--- config.mk ---
export PLATFORM = sky130hd
export DESIGN_NAME = spi_flash_arbiter_flat
export DESIGN_NICKNAME = d
export VERILOG_FILES = /design/src/rtl/spi_arb_pkg.sv /design/src/rtl/spi_flash_arbiter_if.sv /design/src/rtl/spi_flash_arbiter_signal_synchronizer.sv /design/src/rtl/spi_flash_arbiter.sv /design/src/flat_wrapper.sv
export SDC_FILE = /design/constraint.sdc
export NUM_CORES = 1
export LEC_CHECK = 0
export CAP_MARGIN = 15
export CORE_UTILIZATION = 42
export DETAILED_ROUTE_END_ITERATION = 6
export PLACE_DENSITY = 0.73
export SYNTH_ARGS = -nofsm -noshare
export SYNTH_HDL_FRONTEND = slang
export SYNTH_SLANG_ARGS = --single-unit
export TNS_END_PERCENT = 50
--- constraint.sdc ---
create_clock -name clk -period 1.6 [get_ports clk]
set_input_delay 0.24 -clock clk [delete_from_list [all_inputs] [get_ports clk]]
set_output_delay 0.24 -clock clk [all_outputs]
set_load 0.02 [all_outputs]
--- src/rtl/spi_arb_pkg.sv ---
// Shared constants for the SPI flash ownership arbiter:
// state encodings, idle bus levels and a guard-state helper.
package spi_arb_pkg;

   localparam logic [2:0] ST_IDLE    = 3'd0;
   localparam logic [2:0] ST_CPU     = 3'd1;
   localparam logic [2:0] ST_GUARD_P = 3'd2;
   localparam logic [2:0] ST_PROG    = 3'd3;
   localparam logic [2:0] ST_GUARD_I = 3'd4;

   typedef struct packed {
      logic cs;
      logic clk;
      logic mosi;
   } spi_bus_t;

   localparam logic IDLE_CS   = 1'b1;
   localparam logic IDLE_CLK  = 1'b0;
   localparam logic IDLE_MOSI = 1'b0;

   localparam spi_bus_t SPI_IDLE =
      spi_bus_t'({IDLE_CS, IDLE_CLK, IDLE_MOSI});

   function automatic logic is_guard(input logic [2:0] s);
      return (s == ST_GUARD_P) || (s == ST_GUARD_I);
   endfunction

endpackage

--- src/rtl/spi_flash_arbiter_if.sv ---
// Bundle of both SPI masters, the request lines and the
// flash-side pins; slave is the arbiter, master the surroundings.
interface spi_flash_arbiter_if;

   logic i_FT_CS;
   logic i_cpu_req;
   logic i_cpu_spi_clk;
   logic i_cpu_spi_mosi;
   logic i_cpu_spi_cs;
   logic i_prog_spi_clk;
   logic i_prog_spi_mosi;
   logic i_prog_spi_cs;
   logic o_cpu_grant;
   logic o_prog_grant;
   logic o_SPI_CLK;
   logic o_SPI_MOSI;
   logic o_SPI_CS;
   logic o_MRDY;
   logic o_busy;

   modport slave (
      input  i_FT_CS, i_cpu_req,
      input  i_cpu_spi_clk, i_cpu_spi_mosi, i_cpu_spi_cs,
      input  i_prog_spi_clk, i_prog_spi_mosi, i_prog_spi_cs,
      output o_cpu_grant, o_prog_grant,
      output o_SPI_CLK, o_SPI_MOSI, o_SPI_CS,
      output o_MRDY, o_busy
   );

   modport master (
      output i_FT_CS, i_cpu_req,
      output i_cpu_spi_clk, i_cpu_spi_mosi, i_cpu_spi_cs,
      output i_prog_spi_clk, i_prog_spi_mosi, i_prog_spi_cs,
      input  o_cpu_grant, o_prog_grant,
      input  o_SPI_CLK, o_SPI_MOSI, o_SPI_CS,
      input  o_MRDY, o_busy
   );

endinterface

--- src/rtl/spi_flash_arbiter_signal_synchronizer.sv ---
// Multi-flop synchronizer for an asynchronous level input,
// with a configurable depth and reset level.
module signal_synchronizer #(
   parameter int   DEPTH     = 2,
   parameter logic RESET_VAL = 1'b0
) (
   input  logic clk,
   input  logic reset,
   input  logic d,
   output logic q
);

   logic [DEPTH-1:0] sync;

   // shift the input through DEPTH flops
   always_ff @(posedge clk) begin
      if (reset)
         sync <= {DEPTH{RESET_VAL}};
      else
         sync <= {sync[DEPTH-2:0], d};
   end

   assign q = sync[DEPTH-1];

endmodule

--- src/rtl/spi_flash_arbiter.sv ---
// Sequenced ownership of the SPI flash between the 6809 read
// controller and the FT2232 writer, with a CS guard on handover.
import spi_arb_pkg::*;

module spi_flash_arbiter #(
   parameter int SYNC_STAGES  = 2,
   parameter int GUARD_CYCLES = 4
) (
   input  logic             clk,
   input  logic             reset,
   spi_flash_arbiter_if.slave bus
);

   localparam int CW = $clog2(GUARD_CYCLES + 1);
   localparam logic [CW-1:0] CNT_LAST = CW'(GUARD_CYCLES - 1);

   logic [2:0]    state;
   logic [2:0]    state_nx;
   logic [CW-1:0] cnt;
   logic          ft_cs_sync;
   logic          prog_req;
   logic          guard_done;
   logic          cpu_hold;
   logic          cpu_grant;
   logic          prog_grant;
   logic          busy;
   spi_bus_t      pins;

   signal_synchronizer #(
      .DEPTH     (SYNC_STAGES),
      .RESET_VAL (1'b1)
   ) u_ft_sync (
      .clk   (clk),
      .reset (reset),
      .d     (bus.i_FT_CS),
      .q     (ft_cs_sync)
   );

   assign prog_req   = ~ft_cs_sync;
   assign guard_done = (cnt == CNT_LAST);
   assign cpu_hold   = bus.i_cpu_req | ~bus.i_cpu_spi_cs;

   // next owner; handover only between transactions
   always_comb begin
      state_nx = state;
      case (state)
         ST_IDLE: begin
            if (prog_req)
               state_nx = ST_GUARD_P;
            else if (bus.i_cpu_req)
               state_nx = ST_CPU;
         end
         ST_GUARD_P: begin
            if (!prog_req)
               state_nx = ST_GUARD_I;
            else if (guard_done)
               state_nx = ST_PROG;
         end
         ST_PROG: begin
            if (!prog_req)
               state_nx = ST_GUARD_I;
         end
         ST_CPU: begin
            if (!cpu_hold)
               state_nx = ST_GUARD_I;
         end
         ST_GUARD_I: begin
            if (guard_done)
               state_nx = ST_IDLE;
         end
         default: state_nx = ST_IDLE;
      endcase
   end

   // state register plus registered grants and busy
   always_ff @(posedge clk) begin
      if (reset) begin
         state      <= ST_IDLE;
         cpu_grant  <= 1'b0;
         prog_grant <= 1'b0;
         busy       <= 1'b0;
      end else begin
         state      <= state_nx;
         cpu_grant  <= (state_nx == ST_CPU);
         prog_grant <= (state_nx == ST_PROG);
         busy       <= (state_nx != ST_IDLE);
      end
   end

   // guard counter restarts on every state change, saturates
   always_ff @(posedge clk) begin
      if (reset)
         cnt <= '0;
      else if (state_nx != state)
         cnt <= '0;
      else if (is_guard(state) && !guard_done)
         cnt <= cnt + CW'(1);
   end

   // flash pins follow the owner combinationally
   always_comb begin
      pins = SPI_IDLE;
      case (state)
         ST_CPU: begin
            pins.cs   = bus.i_cpu_spi_cs;
            pins.clk  = bus.i_cpu_spi_clk;
            pins.mosi = bus.i_cpu_spi_mosi;
         end
         ST_PROG: begin
            pins.cs   = bus.i_prog_spi_cs;
            pins.clk  = bus.i_prog_spi_clk;
            pins.mosi = bus.i_prog_spi_mosi;
         end
         default: pins = SPI_IDLE;
      endcase
   end

   assign bus.o_SPI_CS     = pins.cs;
   assign bus.o_SPI_CLK    = pins.clk;
   assign bus.o_SPI_MOSI   = pins.mosi;
   assign bus.o_cpu_grant  = cpu_grant;
   assign bus.o_prog_grant = prog_grant;
   assign bus.o_busy       = busy;
   assign bus.o_MRDY       = reset |
                             ~(bus.i_cpu_req & (state != ST_CPU));

endmodule

--- src/flat_wrapper.sv ---
// flat-port wrapper written by rule: the top's interface ports become plain ports
module spi_flash_arbiter_flat 
#(
   parameter int SYNC_STAGES  = 2,
   parameter int GUARD_CYCLES = 4
)
  (clk, reset, bus_i_FT_CS, bus_i_cpu_req, bus_i_cpu_spi_clk, bus_i_cpu_spi_mosi, bus_i_cpu_spi_cs, bus_i_prog_spi_clk, bus_i_prog_spi_mosi, bus_i_prog_spi_cs, bus_o_cpu_grant, bus_o_prog_grant, bus_o_SPI_CLK, bus_o_SPI_MOSI, bus_o_SPI_CS, bus_o_MRDY, bus_o_busy);
  spi_flash_arbiter_if bus_i ();
  input  logic clk;
  input  logic reset;
  input wire logic [$bits(bus_i.i_FT_CS)-1:0] bus_i_FT_CS;
  input wire logic [$bits(bus_i.i_cpu_req)-1:0] bus_i_cpu_req;
  input wire logic [$bits(bus_i.i_cpu_spi_clk)-1:0] bus_i_cpu_spi_clk;
  input wire logic [$bits(bus_i.i_cpu_spi_mosi)-1:0] bus_i_cpu_spi_mosi;
  input wire logic [$bits(bus_i.i_cpu_spi_cs)-1:0] bus_i_cpu_spi_cs;
  input wire logic [$bits(bus_i.i_prog_spi_clk)-1:0] bus_i_prog_spi_clk;
  input wire logic [$bits(bus_i.i_prog_spi_mosi)-1:0] bus_i_prog_spi_mosi;
  input wire logic [$bits(bus_i.i_prog_spi_cs)-1:0] bus_i_prog_spi_cs;
  output wire logic [$bits(bus_i.o_cpu_grant)-1:0] bus_o_cpu_grant;
  output wire logic [$bits(bus_i.o_prog_grant)-1:0] bus_o_prog_grant;
  output wire logic [$bits(bus_i.o_SPI_CLK)-1:0] bus_o_SPI_CLK;
  output wire logic [$bits(bus_i.o_SPI_MOSI)-1:0] bus_o_SPI_MOSI;
  output wire logic [$bits(bus_i.o_SPI_CS)-1:0] bus_o_SPI_CS;
  output wire logic [$bits(bus_i.o_MRDY)-1:0] bus_o_MRDY;
  output wire logic [$bits(bus_i.o_busy)-1:0] bus_o_busy;
  assign bus_i.i_FT_CS = bus_i_FT_CS;
  assign bus_i.i_cpu_req = bus_i_cpu_req;
  assign bus_i.i_cpu_spi_clk = bus_i_cpu_spi_clk;
  assign bus_i.i_cpu_spi_mosi = bus_i_cpu_spi_mosi;
  assign bus_i.i_cpu_spi_cs = bus_i_cpu_spi_cs;
  assign bus_i.i_prog_spi_clk = bus_i_prog_spi_clk;
  assign bus_i.i_prog_spi_mosi = bus_i_prog_spi_mosi;
  assign bus_i.i_prog_spi_cs = bus_i_prog_spi_cs;
  assign bus_o_cpu_grant = bus_i.o_cpu_grant;
  assign bus_o_prog_grant = bus_i.o_prog_grant;
  assign bus_o_SPI_CLK = bus_i.o_SPI_CLK;
  assign bus_o_SPI_MOSI = bus_i.o_SPI_MOSI;
  assign bus_o_SPI_CS = bus_i.o_SPI_CS;
  assign bus_o_MRDY = bus_i.o_MRDY;
  assign bus_o_busy = bus_i.o_busy;
  spi_flash_arbiter #(.SYNC_STAGES(SYNC_STAGES), .GUARD_CYCLES(GUARD_CYCLES)) u_core (.clk(clk), .reset(reset), .bus(bus_i));
endmodule
Yosys cells after proc, flatten, opt, wreduce, memory -nomap -nowiden
Cells that the tools add are included.

operators by class
  add/sub/neg operators = 1
  equal/unequal tests = 9
  multiplexer cells = 9
  bitwise logic cells = 5
  reduce and logical (&&, ||, !) cells = 6

operators with widths
  cell                                                 count
  two-way mux 3 bit                                    7
  case mux 3 bit (5 select lines)                      1
  equality test 3 x 2 -> 1 bit, second input constant  4
  equality test 3 x 1 -> 1 bit, second input constant  2
  case mux 3 bit (2 select lines)                      1
  adder 3 x 1 -> 3 bit, second input constant          1
  equality test 3 bit, second input constant           1
  zero test 3 bit                                      1
  != test 3 x 1 -> 1 bit, second input constant        1
  != test 3 bit                                        1
  nonzero test 3 bit                                   1
  inverter 1 bit                                       2
  bitwise OR 1 bit                                     2
  OR reduction 2 bit                                   1
  AND 1 bit                                            1
  logical AND 1 bit                                    1
  zero test 1 bit                                      1
  logical OR 1 bit                                     1

word-level totals
  flip-flop bits (word level) = 11
  word-level logic and storage cells = 36

Longest topological paths before layout
Gate-level depths: netlist (run 1).

  depth after elaboration = 6
  depth in mapped cells = 6

By module
From an unflattened synthesis (run 1), not the netlist that was laid out.

second synthesis, totals
  cell total of the unflattened synthesis = 73
  area total of the unflattened synthesis = 668.1 um^2

by module, submodules not included
  module               instances  cells an instance  area an instance (um^2)  sequential area each (um^2)
  spi_flash_arbiter    1          69                 615.6                    180.2
  signal_synchronizer  1          4                  52.6                     40.0

Least setup slack after synthesis (run 1)
Ideal clock, no wire load.

  path kind = register to register
  start point = register u_core.cnt[0]
  end point = register u_core.cnt[2]
  library setup time = 0.100 ns
  arrival = 1.465 ns
  required time = 1.500 ns
  setup slack = 0.036 ns
  cell stages (with the launch flop) = 6
  buffers on the path = 0
  clock period less this slack = 1.564 ns
  path through = dfxtp_1 -> ha_1 -> ha_1 -> or2_1 -> o21bai_4 -> a2111oi_4

between the ends
  longest elaborated chain between the ends = 6
  elaborated cells between the ends (all ways) = 10
  those cells by class = 1 x add/sub; 2 x eq/ne; 4 x mux; 3 x reduce/logical

RTL lines
  item                             RTL line                 RTL
  start: declaration               spi_flash_arbiter.sv:19  logic [CW-1:0] cnt;
  start signal: assignment         spi_flash_arbiter.sv:97  cnt <= cnt + CW'(1);
  equality test 3 x 2 -> 1 bit     spi_flash_arbiter.sv:40  assign guard_done = (cnt == CNT_LAST);
  two-way mux 3 bit                spi_flash_arbiter.sv:56  else if (guard_done)
  two-way mux 3 bit                spi_flash_arbiter.sv:54  if (!prog_req)
  case mux 3 bit (5 select lines)  spi_flash_arbiter.sv:46  case (state)
  != test 3 bit                    spi_flash_arbiter.sv:94  else if (state_nx != state)
  OR reduction 2 bit (no line)     -

Parallel ways exist; a longest one is shown, timed or not.
A chain may end at the register's enable or synchronous reset.

Worst setup path after layout (run 1)
  start point = input port bus_i_cpu_req
  end point = output port bus_o_MRDY

between the ends
  longest elaborated chain between the ends = 3

RTL lines
  item                RTL line                  RTL
  start: declaration  flat_wrapper.sv:12        input wire logic [$bits(bus_i.i_cpu_req)-1:0] bus_i_cpu_req;
  AND 1 bit           spi_flash_arbiter.sv:125  ~(bus.i_cpu_req & (state != ST_CPU));
  inverter 1 bit      spi_flash_arbiter.sv:125
  bitwise OR 1 bit    spi_flash_arbiter.sv:124  assign bus.o_MRDY = reset |
  end: declaration    flat_wrapper.sv:24        output wire logic [$bits(bus_i.o_MRDY)-1:0] bus_o_MRDY;

Every way passes these cells.

==> impl_metrics.tcl, run 1 <==
set metrics [dict create \
    syn-instance-count 70 \
    fin_area_sq_um 1010 \
    grt_max_degree 10 \
    synth_top_family_by_area "compound AO/OA/AOI/OAI gates" \
    synth-xor-area-share_pct 1.31 \
    synth_area_leader_cell "dfxtp_1" \
    critPathArrivalTime_ps 1310 \
    hold_viol 0 \
    dieArea_sq_um 1760 \
    routedWlPerCell_microns 13.8 \
    synth_seq_area_share_pct 32.8 \
    p_per_area_nw_per_um2 671 \
    grt_pass1_wl_microns 2580 \
    hold_end "u_core.u_ft_sync.sync[1]$_SDFF_PP1_" \
    min_from "u_core.u_ft_sync.sync[0]$_SDFF_PP1_" \
    drcViolationCount 0 \
    synth.area.top_cells "dfxtp_1, buf_6, mux2i_1" \
    slew_headroom_pct 70.4 \
    synth_compound_area_share_pct 24.4 \
    drtAntennaViolNets 0 \
    finalMaxSlewViolations 0 \
    fin_skew_ps 2.16 \
    slowest_delay_ps 480 \
    end_kind "output port" \
    async_flop_share_pct 0 \
    cts_root_buffer "clkbuf_4" \
    dp.cells 111 \
    worst-r2r-cell-count 6 \
    track_usage_pct 19.3 \
    start_kind "input pin" \
    synth-simple-area-share_pct 24.1 \
    rows 14 \
    syn-num-nets 82 \
    clk_latency_ps 260 \
    post-synth-top-count-cell "dfxtp_1" \
    synth_edf_count 0 \
    num_antenna_cells 0 \
    htreeDepth 1 \
    area_growth_syn_to_layout_pct 51.3 \
    synth_fa_ha_area_share_pct 3.73 \
    ys.flop_type "dfxtp_1" \
    maxCapViolations 0 \
    clkTransAtPathRegs_ps 70 \
    finalSetupViolCount 0 \
    postPlaceCellArea_sq_um 926 \
    cts_tree "done" \
    drive_gt1_share_pct 40.0 \
    antenna_found_initial 0 \
    viasPerCell 5.21 \
    gp_congestion 0.792 \
    whs_ps 420 \
    netlist_area_sq_um 671 \
    die_y_microns 42.0 \
    overflow 0 \
    cpMaxStageDelayCell "clkdlybuf4s50_1" \
    period_needed_ps 1550 \
    path_max_fanout 2 \
    stdcell_count 116 \
    synth_top_area_share_pct 32.8 \
    tightest_slew_ps 440 \
    ctsHoldBuffers 0 \
    crit_type "in -> out" \
    ys_warn_count 0 \
    io_buffers 16 \
    numCtsBuffers 3 \
    status "finished clean" \
    fillCellCount 124 \
    fin_crit_sh_pct 96.9 \
    min_path_type "reg -> reg" \
    ios 17 \
    vdd_ir_drop_max_v 0.000607 \
    die_width_microns 42.0 \
    leakagePower_nw 0.417 \
    hold_depth 1 \
    timing.fmax_mhz 645 \
    dp_hpwl_microns 1250 \
    route.vias.total 604 \
    r2r_start "u_core.cnt[1]$_SDFFE_PP0P_" \
    drt_iter0_drc 9 \
    drtPass1Iterations 4 \
    nets 113 \
    core_sq_um 1510 \
    synthMuxAreaShare_pct 4.48 \
    utilization_pct 67.4 \
    path_cells "clkdlybuf4s50_1 -> inv_1 -> a211o_1 -> dlygate4sd2_1" \
    ys_top_cells_by_count "dfxtp_1, nor2_1, inv_1" \
    synthDistinctLibCells 34 \
    crit_required_ps 1360 \
    postRouteWirelength_microns 1600 \
    clk_path_buf_depth 2 \
    reg2reg_slack_ps 50 \
    numClockSinks 11 \
    fin_total_pwr_mw 0.681 \
    syn_avg_cell_area_sq_um 9.58 \
    grt_pass1_vias 607 \
    start_util_pct 44.5 \
    r2r-end "u_core.cnt[0]$_SDFFE_PP0P_" \
    ys_ff_latch 11 \
    grt_setup_unrepaired "true" \
]
==> stage by stage <==
stage / TNS (ps) / worst slack, ps
floorplan: 0 / 35.6
global placement: -675 / -162
detailed placement: -940 / -204
CTS: -30.3 / -30.3
global route: -20.4 / -20.0
finish: 0 / 49.9
==> state kept, by name (all words and copies together), names as in the netlist <==
name / cells
u_core.bus.o_busy: 1
u_core.bus.o_cpu_grant: 1
u_core.bus.o_prog_grant: 1
u_core.cnt: 3
u_core.state: 3
u_core.u_ft_sync.sync: 2
==> layer usage <==
metal  global-route usage [%]  share of wire [%]  vias to the layer above
met1                     19.7                 42                      279
li1                         -                  -                      309
met3                     2.61                3.8                        2
met4                     15.5               0.94                        0
met2                     34.7                 53                       14
met5                        0                  0                        -
==> repair_timing <==
action	4_1_cts	5_1_grt
gates cloned	0	0
resized for setup	7	15
setup endpoints to repair	8	7
buffers inserted	0	1
pin swaps	1	5
==> worst max-delay path by stage <==
stage	from	end	slack [ps]	cells after the start
2_1_floorplan	u_core.cnt[0]$_SDFFE_PP0P_	u_core.cnt[2]$_SDFFE_PP0P_	40	5
5_1_grt	u_core.cnt[1]$_SDFFE_PP0P_	u_core.cnt[0]$_SDFFE_PP0P_	-20	6
3_5_place_dp	bus_i_cpu_spi_cs	bus_o_SPI_CS	-200	4
3_3_place_gp	bus_i_cpu_spi_cs	bus_o_SPI_CS	-160	4
6_report	bus_i_cpu_req	bus_o_MRDY	50	4
4_1_cts	u_core.cnt[0]$_SDFFE_PP0P_	u_core.cnt[2]$_SDFFE_PP0P_	-30	5
==> cells by family after synthesis <==
family,after synthesis
AND/OR/NAND/NOR,26
AO/OA/AOI/OAI,17
multiplexers,3
buffers and inverters,10
XOR/XNOR,1
flip-flops,11
adder cells (fa/ha/maj),2
==> cells in the final DEF (no fill, tap or decap), types with 2 or more instances in the layout <==
| master | count |
|---|---|
| mux2i_2 | 2 |
| a21oi_2 | 2 |
| inv_1 | 5 |
| a211o_1 | 2 |
| clkdlybuf4s50_1 | 12 |
| or2_2 | 2 |
| dfxtp_1 | 8 |
| nor2_1 | 8 |
| o21ai_0 | 3 |
| buf_4 | 14 |
| nor2b_1 | 3 |
| dfxtp_2 | 2 |
| ha_4 | 2 |
| clkdlybuf4s15_1 | 2 |
| nor3_1 | 4 |
| clkbuf_4 | 3 |
==> final cells by class <==
cell class,instances,area (sq um),area share (%)
clock buffers,4,26.3,2.59
inverters,5,18.8,1.85
multi-input cells,49,444,43.8
flip-flops and latches,11,226,22.3
well taps,16,20.0,1.97
repair buffers,31,279,27.5
==> critical path, delay by kind of cell <==
kind / cells / cell delay (ps)
AO/OA/AOI/OAI: 1 / 210
buffers and inverters: 3 / 850
==> power by group <==
group          switching, mW  internal (mW)
logic                 0.0940          0.108
clock network         0.0866         0.0962
registers             0.0100          0.287
total                  0.191          0.491
No activity file was read; power rests on OpenSTA's default activity.
==> run 2: changes to the inputs <==
CORE_MARGIN = 2   (was default)
CTS_BUF_LIST = sky130_fd_sc_hd__clkbuf_8 sky130_fd_sc_hd__clkbuf_16   (was default)
==> impl_metrics.tcl, run 2 (synthesis gave the netlist of run 1 again) <==
set metrics [dict create \
    die_width_microns 44.0 \
    grt_max_degree 12 \
    final_common_cell "buf_4" \
    drcViolationCount 0 \
    status "finished clean" \
    finalSetupViolCount 0 \
    core_sq_um 1510 \
    postRouteWirelength_microns 1490 \
    area_growth_syn_to_layout_pct 46.5 \
    hold_viol 0 \
    num_antenna_cells 0 \
    maxCapViolations 0 \
    rows 14 \
    timing.fmax_mhz 649 \
    path_max_fanout 4 \
    slew_headroom_pct 69.6 \
    fin_crit_sh_pct 96.2 \
    dieArea_sq_um 1930 \
    final_cell_mix "buf_4, clkdlybuf4s50_1, dfxtp_1, nor2_1, inv_1" \
    tightest_slew_ps 451 \
    finalMaxSlewViolations 0 \
    fin_area_sq_um 982 \
    io_buffers 16 \
    clk_latency_ps 240 \
    numCtsBuffers 3 \
    postPlaceCellArea_sq_um 928 \
    viasPerCell 5.22 \
    htreeDepth 1 \
    setup_tns_ps 0 \
    route.vias.total 611 \
    start_util_pct 44.5 \
    crit_type "reg -> reg" \
    clkTransAtPathRegs_ps 50 \
    cts_tree "done" \
    drt_iter0_drc 5 \
    grt_pass1_vias 638 \
    stdcell_count 117 \
    dp.cells 113 \
    grt_pass1_wl_microns 2570 \
    end_kind "flop" \
    p_per_area_nw_per_um2 774 \
    min_path_type "reg -> reg" \
    ctsHoldBuffers 0 \
    drtAntennaViolNets 0 \
    dp_hpwl_microns 1150 \
    crit_required_ps 1700 \
    period_needed_ps 1540 \
    nets 114 \
    die_y_microns 44.0 \
    start_kind "flop" \
    ios 17 \
    drtPass1Iterations 3 \
    overflow 0 \
    fin_total_pwr_mw 0.760 \
    gp_congestion 0.794 \
    vdd_ir_drop_max_v 0.000658 \
    top_regs "u_core.cnt (3), u_core.state (3), u_core.u_ft_sync.sync (2)" \
    cts_root_buffer "clkbuf_8" \
    numClockSinks 11 \
    clk_path_buf_depth 2 \
    antenna_found_initial 0 \
    critPathArrivalTime_ps 1640 \
    leakagePower_nw 0.433 \
    grt_setup_unrepaired "false" \
    routedWlPerCell_microns 12.8 \
    track_usage_pct 18.7 \
    drive_gt1_share_pct 33.7 \
    fin_skew_ps 0.827 \
]
run 2: final cells by class:
type,count,area (sq um)
timing repair buffer,32,272
clock buffer,3,41.3
fill,131,524
multi-input combinational,49,405
tap,16,20.0
inverter,5,18.8
clock inverter,1,3.75
sequential,11,221
run 2: routing by layer:
| layer | track usage, % | vias to the layer above | routed length (microns) |
|---|---|---|---|
| li1 | - | 312 | - |
| met1 | 18.1 | 274 | 595 |
| met2 | 32.6 | 18 | 749 |
| met3 | 5.00 | 7 | 84 |
| met4 | 15.2 | 0 | 64 |
| met5 | 0 | - | 0 |
run 2: what timing repair did:
action                     in CTS  in global routing
buffers inserted                0                  0
setup endpoints to repair       7                  4
pin swaps                       1                  3
hold endpoints to repair        0                  0
gates resized for setup         7                  3
run 2: critical path, cell delays in order, from the launching register on:
cell and delay, ps:
dfxtp_1 300, ha_1 200, ha_2 200, or2_1 240
a32oi_1 230, buf_4 160, a31oi_1 70
run 2: per-stage QoR:
step                hold WS (ps)  worst slack, ps  util (%)
detailed placement           395             -204      61.6
finish                       404             60.0      65.2
global placement             393             -169      61.6
CTS                          407             4.06      65.0
global route                 424             11.5      65.2
floorplan                    344             35.6         -
run 2: path summary, 6_finish.rpt:
check                                      startpoint  slack, ps                             endpoint  cells past startpoint
hold / removal    u_core.u_ft_sync.sync[0]$_SDFF_PP1_        400  u_core.u_ft_sync.sync[1]$_SDFF_PP1_                      1
setup reg to reg           u_core.cnt[0]$_SDFFE_PP0P_         60         u_core.bus.o_busy$_SDFF_PP0_                      6
setup / recovery           u_core.cnt[0]$_SDFFE_PP0P_         60         u_core.bus.o_busy$_SDFF_PP0_                      6
hold reg to reg   u_core.u_ft_sync.sync[0]$_SDFF_PP1_        400  u_core.u_ft_sync.sync[1]$_SDFF_PP1_                      1
run 2: power breakdown:
part	leakage, nW	switching [mW]	internal, mW
registers	0.0906	0.00901	0.289
clock network	0.0269	0.0984	0.168
logic	0.315	0.0918	0.104
total	0.433	0.199	0.561
